[config.mk]
export PLATFORM = sky130hd
export DESIGN_NAME = threshold_sched_flat
export DESIGN_NICKNAME = d
export VERILOG_FILES = /design/src/rtl/thresh_pkg.sv /design/src/rtl/threshold_sched_if.sv /design/src/rtl/threshold_sched_hit_counter.sv /design/src/rtl/threshold_sched.sv /design/src/flat_wrapper.sv
export SDC_FILE = /design/constraint.sdc
export NUM_CORES = 1
export LEC_CHECK = 0
export CAP_MARGIN = 10
export CORE_MARGIN = 2
export CORE_UTILIZATION = 54
export DETAILED_ROUTE_END_ITERATION = 6
export PLACE_DENSITY = 0.78
export REMOVE_ABC_BUFFERS = 1
export SLEW_MARGIN = 10
export SYNTH_ARGS = -nofsm -noshare
export SYNTH_HDL_FRONTEND = slang
export SYNTH_SLANG_ARGS = --single-unit
[constraint.sdc]
create_clock -name clk_in -period 7.8 [get_ports clk_in]
set_clock_uncertainty 0.05 [all_clocks]
set_input_delay 1.17 -clock clk_in [delete_from_list [all_inputs] [get_ports clk_in]]
set_output_delay 1.17 -clock clk_in [all_outputs]
set_load 0.05 [all_outputs]
[src/rtl/thresh_pkg.sv]
// Shared constants and types for the threshold scheduler slice.
package thresh_pkg;

    localparam int         PIX_W  = 8;
    localparam int         CNT_W  = 20;
    localparam logic [7:0] DEF_LO = 8'h90;
    localparam logic [7:0] DEF_HI = 8'hF0;
    localparam int         STEP   = 4;

    typedef enum logic [1:0] {
        S_IDLE   = 2'd0,
        S_ACTIVE = 2'd1,
        S_EVAL   = 2'd2
    } sched_state_t;

    typedef struct packed {
        logic [PIX_W-1:0] lo;
        logic [PIX_W-1:0] hi;
    } thresh_cfg_t;

endpackage

[src/rtl/threshold_sched_if.sv]
// Host config, camera timing, mask feedback and threshold outputs of the scheduler.
interface threshold_sched_if #(
    parameter int PIX_W = thresh_pkg::PIX_W,
    parameter int CNT_W = thresh_pkg::CNT_W
);
    logic             cfg_valid_in;
    logic [PIX_W-1:0] cfg_lo_in;
    logic [PIX_W-1:0] cfg_hi_in;
    logic             cfg_ready_out;
    logic             auto_en_in;
    logic [CNT_W-1:0] target_cnt_in;
    logic             frame_start_in;
    logic             frame_end_in;
    logic             mask_valid_in;
    logic             mask_in;
    logic [PIX_W-1:0] lo_out;
    logic [PIX_W-1:0] hi_out;
    logic [CNT_W-1:0] hit_cnt_out;
    logic             hit_valid_out;

    // Driver side: host, camera timing and mask stage feedback.
    modport master (
        output cfg_valid_in, cfg_lo_in, cfg_hi_in, auto_en_in, target_cnt_in,
        output frame_start_in, frame_end_in, mask_valid_in, mask_in,
        input  cfg_ready_out, lo_out, hi_out, hit_cnt_out, hit_valid_out
    );

    // Scheduler side.
    modport slave (
        input  cfg_valid_in, cfg_lo_in, cfg_hi_in, auto_en_in, target_cnt_in,
        input  frame_start_in, frame_end_in, mask_valid_in, mask_in,
        output cfg_ready_out, lo_out, hi_out, hit_cnt_out, hit_valid_out
    );
endinterface

[src/rtl/threshold_sched_hit_counter.sv]
// Saturating per-frame hit counter; a clear cycle also counts its own hit.
module hit_counter #(
    parameter int CNT_W = 20
) (
    input  logic             clk_i,
    input  logic             rst_i,
    input  logic             clr_i,
    input  logic             inc_i,
    output logic [CNT_W-1:0] cnt_o
);

    logic [CNT_W-1:0] cnt_q;
    logic [CNT_W-1:0] cnt_d;

    // Next count: restart on clear, otherwise step up and hold at all-ones.
    always_comb begin
        cnt_d = cnt_q;
        if (clr_i) begin
            if (inc_i) begin
                cnt_d = {{(CNT_W-1){1'b0}}, 1'b1};
            end else begin
                cnt_d = '0;
            end
        end else if (inc_i && (cnt_q != '1)) begin
            cnt_d = cnt_q + {{(CNT_W-1){1'b0}}, 1'b1};
        end else begin
            cnt_d = cnt_q;
        end
    end

    // Counter register.
    always_ff @(posedge clk_i or posedge rst_i) begin
        if (rst_i) begin
            cnt_q <= '0;
        end else begin
            cnt_q <= cnt_d;
        end
    end

    assign cnt_o = cnt_q;

endmodule

[src/rtl/threshold_sched.sv]
// Frame-synchronous owner of the mask lo/hi thresholds: host updates and auto
// adjustment are applied only in the single EVAL cycle after frame_end.
module threshold_sched #(
    parameter int               PIX_W  = thresh_pkg::PIX_W,
    parameter int               CNT_W  = thresh_pkg::CNT_W,
    parameter logic [PIX_W-1:0] DEF_LO = thresh_pkg::DEF_LO,
    parameter logic [PIX_W-1:0] DEF_HI = thresh_pkg::DEF_HI,
    parameter int               STEP   = thresh_pkg::STEP
) (
    input  logic             clk_in,
    input  logic             rst_in,
    threshold_sched_if.slave bus
);
    import thresh_pkg::*;

    localparam logic [1:0]     ST_IDLE   = S_IDLE;
    localparam logic [1:0]     ST_ACTIVE = S_ACTIVE;
    localparam logic [1:0]     ST_EVAL   = S_EVAL;
    localparam logic [PIX_W:0] STEP_X    = (PIX_W+1)'(STEP);
    localparam logic [PIX_W:0] ONE_X     = {{PIX_W{1'b0}}, 1'b1};

    logic [1:0]       state_q, state_d;
    logic [PIX_W-1:0] lo_q, lo_d, hi_q, hi_d;
    logic [PIX_W-1:0] sh_lo_q, sh_lo_d, sh_hi_q, sh_hi_d;
    logic             pend_q, pend_d;
    logic             hval_q, hval_d;
    logic [CNT_W-1:0] hcnt_q, hcnt_d;

    logic [CNT_W-1:0] cnt_s;
    logic             hit_s, cnt_inc_s, cap_s;
    logic [CNT_W-1:0] band_s;
    logic [CNT_W:0]   upper_s;
    logic             over_s, under_s, at_top_s;
    logic [PIX_W:0]   lo_x_s, hi_x_s, lo_up_s, hi_m1_s, lo_inc_x_s, lo_dec_x_s;

    assign hit_s     = bus.mask_valid_in && bus.mask_in;
    // frame_start counts in any state so the first pixel of a frame is never lost.
    assign cnt_inc_s = hit_s && ((state_q == ST_ACTIVE) || bus.frame_start_in);
    assign cap_s     = bus.cfg_valid_in && !pend_q;

    hit_counter #(.CNT_W(CNT_W)) u_hit_counter (
        .clk_i (clk_in),
        .rst_i (rst_in),
        .clr_i (bus.frame_start_in),
        .inc_i (cnt_inc_s),
        .cnt_o (cnt_s)
    );

    // Auto-mode: compare hits to target +/- target/8 and form candidate lo values.
    always_comb begin
        band_s  = bus.target_cnt_in >> 3'd3;
        upper_s = {1'b0, bus.target_cnt_in} + {1'b0, band_s};
        over_s  = ({1'b0, cnt_s} > upper_s);
        if (bus.target_cnt_in > band_s) begin
            under_s = (cnt_s < (bus.target_cnt_in - band_s));
        end else begin
            under_s = 1'b0;
        end
        lo_x_s   = {1'b0, lo_q};
        hi_x_s   = {1'b0, hi_q};
        lo_up_s  = lo_x_s + STEP_X;
        hi_m1_s  = hi_x_s - ONE_X;
        // One extra bit keeps lo+1 and hi-1 from wrapping near the range ends.
        at_top_s = ((lo_x_s + ONE_X) >= hi_x_s);
        if (at_top_s) begin
            lo_inc_x_s = lo_x_s;
        end else if (lo_up_s < hi_m1_s) begin
            lo_inc_x_s = lo_up_s;
        end else begin
            lo_inc_x_s = hi_m1_s;
        end
        if (lo_x_s >= STEP_X) begin
            lo_dec_x_s = lo_x_s - STEP_X;
        end else begin
            lo_dec_x_s = '0;
        end
    end

    // Frame FSM; frame_start during EVAL goes straight back to ACTIVE.
    always_comb begin
        state_d = state_q;
        case (state_q)
            ST_IDLE: begin
                if (bus.frame_start_in) begin
                    state_d = bus.frame_end_in ? ST_EVAL : ST_ACTIVE;
                end else begin
                    state_d = ST_IDLE;
                end
            end
            ST_ACTIVE: begin
                if (bus.frame_end_in) begin
                    state_d = ST_EVAL;
                end else begin
                    state_d = ST_ACTIVE;
                end
            end
            ST_EVAL: begin
                if (bus.frame_start_in) begin
                    state_d = bus.frame_end_in ? ST_EVAL : ST_ACTIVE;
                end else begin
                    state_d = ST_IDLE;
                end
            end
            default: state_d = ST_IDLE;
        endcase
    end

    // Threshold, shadow config and hit report updates.
    always_comb begin
        lo_d    = lo_q;
        hi_d    = hi_q;
        sh_lo_d = sh_lo_q;
        sh_hi_d = sh_hi_q;
        pend_d  = pend_q;
        hcnt_d  = hcnt_q;
        hval_d  = 1'b0;
        if (state_q == ST_EVAL) begin
            hcnt_d = cnt_s;
            hval_d = 1'b1;
            if (pend_q) begin
                // A host update wins over auto adjustment for this frame.
                lo_d   = sh_lo_q;
                hi_d   = sh_hi_q;
                pend_d = 1'b0;
            end else if (bus.auto_en_in) begin
                if (over_s) begin
                    lo_d = PIX_W'(lo_inc_x_s);
                end else if (under_s) begin
                    lo_d = PIX_W'(lo_dec_x_s);
                end else begin
                    lo_d = lo_q;
                end
            end else begin
                lo_d = lo_q;
            end
        end else begin
            hval_d = 1'b0;
        end
        // Capture stores the ordered pair so the mask window is never inverted.
        if (cap_s) begin
            pend_d = 1'b1;
            if (bus.cfg_lo_in > bus.cfg_hi_in) begin
                sh_lo_d = bus.cfg_hi_in;
                sh_hi_d = bus.cfg_lo_in;
            end else begin
                sh_lo_d = bus.cfg_lo_in;
                sh_hi_d = bus.cfg_hi_in;
            end
        end else begin
            sh_lo_d = sh_lo_d;
        end
    end

    // State and output registers.
    always_ff @(posedge clk_in or posedge rst_in) begin
        if (rst_in) begin
            state_q <= ST_IDLE;
            lo_q    <= DEF_LO;
            hi_q    <= DEF_HI;
            sh_lo_q <= DEF_LO;
            sh_hi_q <= DEF_HI;
            pend_q  <= 1'b0;
            hval_q  <= 1'b0;
            hcnt_q  <= '0;
        end else begin
            state_q <= state_d;
            lo_q    <= lo_d;
            hi_q    <= hi_d;
            sh_lo_q <= sh_lo_d;
            sh_hi_q <= sh_hi_d;
            pend_q  <= pend_d;
            hval_q  <= hval_d;
            hcnt_q  <= hcnt_d;
        end
    end

    assign bus.cfg_ready_out = !pend_q;
    assign bus.lo_out        = lo_q;
    assign bus.hi_out        = hi_q;
    assign bus.hit_cnt_out   = hcnt_q;
    assign bus.hit_valid_out = hval_q;

endmodule
[src/flat_wrapper.sv]
// flat-port wrapper written by rule: the top's interface ports become plain ports
module threshold_sched_flat import thresh_pkg::*;
#(
    parameter int               PIX_W  = thresh_pkg::PIX_W,
    parameter int               CNT_W  = thresh_pkg::CNT_W,
    parameter logic [PIX_W-1:0] DEF_LO = thresh_pkg::DEF_LO,
    parameter logic [PIX_W-1:0] DEF_HI = thresh_pkg::DEF_HI,
    parameter int               STEP   = thresh_pkg::STEP
)
  (clk_in, rst_in, bus_cfg_valid_in, bus_cfg_lo_in, bus_cfg_hi_in, bus_auto_en_in, bus_target_cnt_in, bus_frame_start_in, bus_frame_end_in, bus_mask_valid_in, bus_mask_in, bus_cfg_ready_out, bus_lo_out, bus_hi_out, bus_hit_cnt_out, bus_hit_valid_out);
  threshold_sched_if #(.PIX_W(PIX_W), .CNT_W(CNT_W)) bus_i ();
  input  logic clk_in;
  input  logic rst_in;
  input wire logic [$bits(bus_i.cfg_valid_in)-1:0] bus_cfg_valid_in;
  input wire logic [$bits(bus_i.cfg_lo_in)-1:0] bus_cfg_lo_in;
  input wire logic [$bits(bus_i.cfg_hi_in)-1:0] bus_cfg_hi_in;
  input wire logic [$bits(bus_i.auto_en_in)-1:0] bus_auto_en_in;
  input wire logic [$bits(bus_i.target_cnt_in)-1:0] bus_target_cnt_in;
  input wire logic [$bits(bus_i.frame_start_in)-1:0] bus_frame_start_in;
  input wire logic [$bits(bus_i.frame_end_in)-1:0] bus_frame_end_in;
  input wire logic [$bits(bus_i.mask_valid_in)-1:0] bus_mask_valid_in;
  input wire logic [$bits(bus_i.mask_in)-1:0] bus_mask_in;
  output wire logic [$bits(bus_i.cfg_ready_out)-1:0] bus_cfg_ready_out;
  output wire logic [$bits(bus_i.lo_out)-1:0] bus_lo_out;
  output wire logic [$bits(bus_i.hi_out)-1:0] bus_hi_out;
  output wire logic [$bits(bus_i.hit_cnt_out)-1:0] bus_hit_cnt_out;
  output wire logic [$bits(bus_i.hit_valid_out)-1:0] bus_hit_valid_out;
  assign bus_i.cfg_valid_in = bus_cfg_valid_in;
  assign bus_i.cfg_lo_in = bus_cfg_lo_in;
  assign bus_i.cfg_hi_in = bus_cfg_hi_in;
  assign bus_i.auto_en_in = bus_auto_en_in;
  assign bus_i.target_cnt_in = bus_target_cnt_in;
  assign bus_i.frame_start_in = bus_frame_start_in;
  assign bus_i.frame_end_in = bus_frame_end_in;
  assign bus_i.mask_valid_in = bus_mask_valid_in;
  assign bus_i.mask_in = bus_mask_in;
  assign bus_cfg_ready_out = bus_i.cfg_ready_out;
  assign bus_lo_out = bus_i.lo_out;
  assign bus_hi_out = bus_i.hi_out;
  assign bus_hit_cnt_out = bus_i.hit_cnt_out;
  assign bus_hit_valid_out = bus_i.hit_valid_out;
  threshold_sched #(.PIX_W(PIX_W), .CNT_W(CNT_W), .DEF_LO(DEF_LO), .DEF_HI(DEF_HI), .STEP(STEP)) u_core (.clk_in(clk_in), .rst_in(rst_in), .bus(bus_i));
endmodule
==> impl_summary.md <==
Place
Port buffering added 81 buffers. The final HPWL from detailed placement is 13.7 mm. The pre-CTS setup slack is 1440 ps.

The global placement routability congestion is 0.970.

Timing
Setup repair after global routing left no endpoint under its margin. The relative slew slack is 37.6%. For this run, the top clock speed supported by timing is 167 MHz.

The post-route setup TNS is 0 ps. The number of pins exceeding their max-slew limit in the final report is 0. Setup slack closes at 1800 ps.

The number of hold violations in the final report was 0. The time the worst path needs with I/O delays and setup is 6000 ps. Setup violations remaining at the end of the flow were counted as 0. The slew at the pin with the worst max-slew slack is 935 ps. The share of the clock period used by the worst path after layout is 76.9%.

Global route
The global route total overflow is 0. The pin count of the biggest net entering global routing is 77. The overall track demand over capacity in global routing is 25.2%.

The wire length of the first global-routing pass is 29.5 mm. The number of antenna violations at the first check in global routing is 0. The number of global-route vias before repair is 6043.

Floorplanning
The starting density of the core is 55.1%. After floorplanning, the core was sized to cover 13100 µm². The die outline area is 14300 µm².

The die extent in x is 120 µm. The floorplan has 42 rows. The vertical die dimension is 120 µm.

During I/O placement, the number of pins put on the boundary was 82.

Routing
The highest metal layer with signal wires is met4. The number of DRC violations after detailed routing is 0. The routed metal-1 wirelength is 8.38 mm. The remaining number of nets flagged by the antenna check after routing is 0. For this block, the initial DRC count from the detailed router was 379.

The sum of met3 wire segment lengths after detailed routing is 860 µm. The routed wire length per instance is 15.5 µm. For this block, the via count after detailed routing is 6308. The number of detailed-route iterations in the first pass is 5. The sum of routed wire length over all layers is 17.1 mm.

The total length of routed met2 wires is 7.50 mm. Using the TritonRoute via totals, the vias-per-cell ratio works out to 5.74.

Final layout
The combined flip-flop and latch cell area is 1920 µm². In the final layout, the multi-input gates occupy 4900 µm². The relative area change from synthesis to final layout is 16.4%. Counting the fill cells in the layout gives 1111. The number of antenna diodes in the final layout is 0. Of the cells placed in the final design, the portion with a size suffix greater than 1 is 5.86%. After the last flow step, the layout net total stands at 1068.

Clocking
The post-cts gate resize count is 0. After clock tree synthesis, the flow added hold-fix buffers numbering 0. The root buffer cell chosen for the clock tree is sky130_fd_sc_hd__clkbuf_16. The tree built by TritonCTS fans out to 76 sinks. The level count of the clock H-tree is 3. Buffers added to address setup during post-CTS repair amount to 0. Clock tree synthesis inserted a total of 9 buffers. The clock transition at the registers of the reported paths is 60 ps. The later-pin clock latency in the skew report is 340 ps. No sink is reached through more buffers than the 2 on the longest clock path.

The CTS tree is built.

Power and ir drop
The maximum vdd drop is 0.000131 V. Summed over all cells, the static leakage comes to 0.00396 µW. Dividing total power by cell area gives a power density of 252 nW/µm².

Flow run
The number of maximum-capacitance violations is 0.

Worst setup path
The critical path capture point type is a flip-flop. In this run the worst setup path terminates at u_core.bus.lo_out[1]. The reg-to-reg startpoint is u_core.bus.lo_out[2]. In this run the critical register-to-register path is captured at u_core.bus.lo_out[1].

The most critical setup path has its startpoint at bus_target_cnt_in[4]. The path type of the worst setup path is in2reg. The data arrival time of the critical path is 6170 ps. STA classifies the critical path startpoint as a primary input. The length in cells of the worst reg-to-reg path is 10.

The setup check on the worst reg-to-reg path leaves a slack of 4430 ps. The required arrival time at the worst endpoint is 7980 ps. Of all nets on the critical path, the largest fanout is 9.

Synthesis
The most used flip-flop cell after synthesis is sky130_fd_sc_hd__dfrtp_1. The number of instances in the synthesized netlist is 854. The count of state elements after synthesis is 76. After synthesis, the cell types taking the most area are sky130_fd_sc_hd__dfrtp_1, sky130_fd_sc_hd__ha_1, sky130_fd_sc_hd__nand2_1.

The synthesized design contains 0 enable-type register cells. Sequential elements use 26.5% of the synthesized area. The cell taking the most area after synthesis is sky130_fd_sc_hd__dfrtp_1.

The netlist area before placement is 7230 µm². The mean instance size in the synthesized netlist is 8.47 µm². The unique cell type count in the Yosys netlist is 79. The share of flip-flops with an asynchronous set or reset is 100%. Of the post-synthesis cell area, the dominant cell type holds 22.1%. The number of synthesis warnings is 0.

Min path
The path class of the tightest hold or removal check is reg2reg.

Outcome
The flow ran to the end, and the final reports show no timing, DRC or antenna violations.
-- kinds of logic (layout without fill, tap and decap cells) --
family	count (synthesis)	after routing	synth area share, %
AO/OA/AOI/OAI	184	184	17.4
XOR/XNOR	71	71	8.60
adder cells (fa/ha/maj)	107	107	18.7
buffers and inverters	98	166	5.74
flip-flops	76	76	26.5
multiplexers	27	27	3.98
AND/OR/NAND/NOR	291	291	19.1
-- synthesized netlist by cell type, types with 3 or more instances --
| library cell | n |
|---|---|
| sky130_fd_sc_hd__or2_1 | 4 |
| sky130_fd_sc_hd__o31ai_1 | 3 |
| sky130_fd_sc_hd__a31oi_1 | 6 |
| sky130_fd_sc_hd__a2bb2oi_1 | 5 |
| sky130_fd_sc_hd__mux2i_1 | 19 |
| sky130_fd_sc_hd__mux2_1 | 5 |
| sky130_fd_sc_hd__and2_1 | 3 |
| sky130_fd_sc_hd__nor4_1 | 3 |
| sky130_fd_sc_hd__o211ai_1 | 10 |
| sky130_fd_sc_hd__nand3_1 | 22 |
| sky130_fd_sc_hd__buf_2 | 5 |
| sky130_fd_sc_hd__o21a_1 | 7 |
| sky130_fd_sc_hd__a211oi_1 | 9 |
| sky130_fd_sc_hd__xor2_1 | 24 |
| sky130_fd_sc_hd__ha_1 | 105 |
| sky130_fd_sc_hd__buf_4 | 7 |
| sky130_fd_sc_hd__dfrtp_1 | 64 |
| sky130_fd_sc_hd__and4_1 | 4 |
| sky130_fd_sc_hd__o21ai_1 | 18 |
| sky130_fd_sc_hd__xnor2_1 | 47 |
| sky130_fd_sc_hd__a211o_1 | 4 |
| sky130_fd_sc_hd__a21o_1 | 14 |
| sky130_fd_sc_hd__a21oi_1 | 37 |
| sky130_fd_sc_hd__or3_1 | 7 |
| sky130_fd_sc_hd__nor2_1 | 68 |
| sky130_fd_sc_hd__inv_2 | 6 |
| sky130_fd_sc_hd__nor3_1 | 13 |
| sky130_fd_sc_hd__o21bai_1 | 8 |
| sky130_fd_sc_hd__o22ai_1 | 3 |
| sky130_fd_sc_hd__inv_1 | 61 |
| sky130_fd_sc_hd__and3_1 | 3 |
| sky130_fd_sc_hd__nand4_1 | 18 |
| sky130_fd_sc_hd__clkbuf_1 | 16 |
| sky130_fd_sc_hd__nand2b_1 | 6 |
| sky130_fd_sc_hd__o21ai_0 | 35 |
| sky130_fd_sc_hd__dfstp_2 | 12 |
| sky130_fd_sc_hd__nor2b_1 | 8 |
| sky130_fd_sc_hd__nand2_1 | 115 |
-- placed cells by master (no fill, tap or decap), types with 3 or more instances in the layout --
master	netlist	final
sky130_fd_sc_hd__o211ai_1	10	10
sky130_fd_sc_hd__nand4_1	18	18
sky130_fd_sc_hd__dfrtp_1	64	64
sky130_fd_sc_hd__mux2_1	5	5
sky130_fd_sc_hd__o31ai_1	3	3
sky130_fd_sc_hd__or3_1	7	7
sky130_fd_sc_hd__nor4_1	3	3
sky130_fd_sc_hd__inv_1	61	60
sky130_fd_sc_hd__clkbuf_16	0	9
sky130_fd_sc_hd__a31oi_1	6	6
sky130_fd_sc_hd__nand3_1	22	22
sky130_fd_sc_hd__and4_1	4	4
sky130_fd_sc_hd__ha_1	105	105
sky130_fd_sc_hd__clkdlybuf4s50_1	0	81
sky130_fd_sc_hd__dfstp_2	12	12
sky130_fd_sc_hd__and3_1	3	3
sky130_fd_sc_hd__xor2_1	24	24
sky130_fd_sc_hd__inv_2	6	7
sky130_fd_sc_hd__o21ai_0	35	35
sky130_fd_sc_hd__o21bai_1	8	8
sky130_fd_sc_hd__nand2_1	115	115
sky130_fd_sc_hd__inv_6	0	3
sky130_fd_sc_hd__xnor2_1	47	47
sky130_fd_sc_hd__nor3_1	13	13
sky130_fd_sc_hd__nor2b_1	8	8
sky130_fd_sc_hd__nand2b_1	6	6
sky130_fd_sc_hd__a211o_1	4	4
sky130_fd_sc_hd__o21ai_1	18	18
sky130_fd_sc_hd__a211oi_1	9	9
sky130_fd_sc_hd__a21oi_1	37	37
sky130_fd_sc_hd__nor2_1	68	68
sky130_fd_sc_hd__and2_1	3	3
sky130_fd_sc_hd__a2bb2oi_1	5	5
sky130_fd_sc_hd__a21o_1	14	14
sky130_fd_sc_hd__mux2i_1	19	19
sky130_fd_sc_hd__o22ai_1	3	3
sky130_fd_sc_hd__o21a_1	7	7
sky130_fd_sc_hd__or2_1	4	4
-- worst min path at each step --
| stage | from | endpoint | slack, ps | cells after the start |
|---|---|---|---|---|
| finish | u_core.bus.hit_cnt_out[9] | u_core.bus.hit_cnt_out[9] | 420 | 2 |
| global route | u_core.bus.hit_cnt_out[12] | u_core.bus.hit_cnt_out[12] | 450 | 2 |
| CTS | u_core.bus.hit_cnt_out[7] | u_core.bus.hit_cnt_out[7] | 430 | 2 |
| detailed placement | u_core.bus.hit_cnt_out[7] | u_core.bus.hit_cnt_out[7] | 420 | 2 |
| global placement | u_core.bus.hit_cnt_out[10] | u_core.bus.hit_cnt_out[10] | 410 | 2 |
| floorplan | u_core.sh_hi_q[7] | u_core.sh_hi_q[7] | 390 | 2 |
-- flip-flops by register name, summed over array words and instances, names as in the netlist --
register	cells
u_core.bus.hit_cnt_out	20
u_core.state_q	2
u_core.sh_lo_q	8
u_core.bus.hi_out	8
u_core.bus.hit_valid_out	1
u_core.bus.lo_out	8
u_core.sh_hi_q	8
u_core.pend_q	1
u_core.u_hit_counter.cnt_o	20
-- layout make-up --
type	count	area share, %
Sequential cell	76	22.8
Multi-Input combinational cell	680	58.2
Clock inverter	7	0.951
Timing Repair Buffer	82	9.72
Inverter	68	3.03
Clock buffer	9	2.68
Tap cell	176	2.62
-- report_power, final --
part / leakage (µW) / internal, µW / switching [µW] / total, µW
logic: 0.00283 / 439 / 661 / 1100
clock network: 0.000149 / 253 / 175 / 428
registers: 0.000980 / 485 / 110 / 595
total: 0.00396 / 1180 / 946 / 2120
-- layer usage --
metal  up-vias  track usage (%)
met1      2966             37.1
met3        27             3.37
li1       3134                -
met5         -                0
met2       181             38.5
met4         0             7.43
-- critical path, cell delays in order --
cell and delay (ps):
sky130_fd_sc_hd__clkdlybuf4s50_1 530, sky130_fd_sc_hd__inv_1 120, sky130_fd_sc_hd__ha_1 320, sky130_fd_sc_hd__nor2b_1 170, sky130_fd_sc_hd__o21ai_1 130, sky130_fd_sc_hd__a311oi_1 260
sky130_fd_sc_hd__nor2_1 130, sky130_fd_sc_hd__o311ai_1 310, sky130_fd_sc_hd__nand2_1 140, sky130_fd_sc_hd__o41ai_1 330, sky130_fd_sc_hd__xnor2_1 120, sky130_fd_sc_hd__ha_1 200
sky130_fd_sc_hd__a211o_1 290, sky130_fd_sc_hd__a2111o_1 390, sky130_fd_sc_hd__a211oi_1 270, sky130_fd_sc_hd__or3_1 420, sky130_fd_sc_hd__mux2_4 340, sky130_fd_sc_hd__o32ai_2 190
sky130_fd_sc_hd__mux2_4 330
-- metrics by stage --
step                      total power (µW)  instances  hold WS, ps  instance area [µm²]  utilization (%)
final                                 2120       1098          422                 8420             64.1
after global routing                  2290       1098          447                 8420             64.1
after CTS                             2120       1098          430                 8420             64.1
after detailed placement              1690       1082          416                 8110             61.8
after global placement                1670       1082          409                 8110             61.8
after floorplan                       1370        824          395                 7070                -
Note: power is estimated with default switching activity, not from simulation.
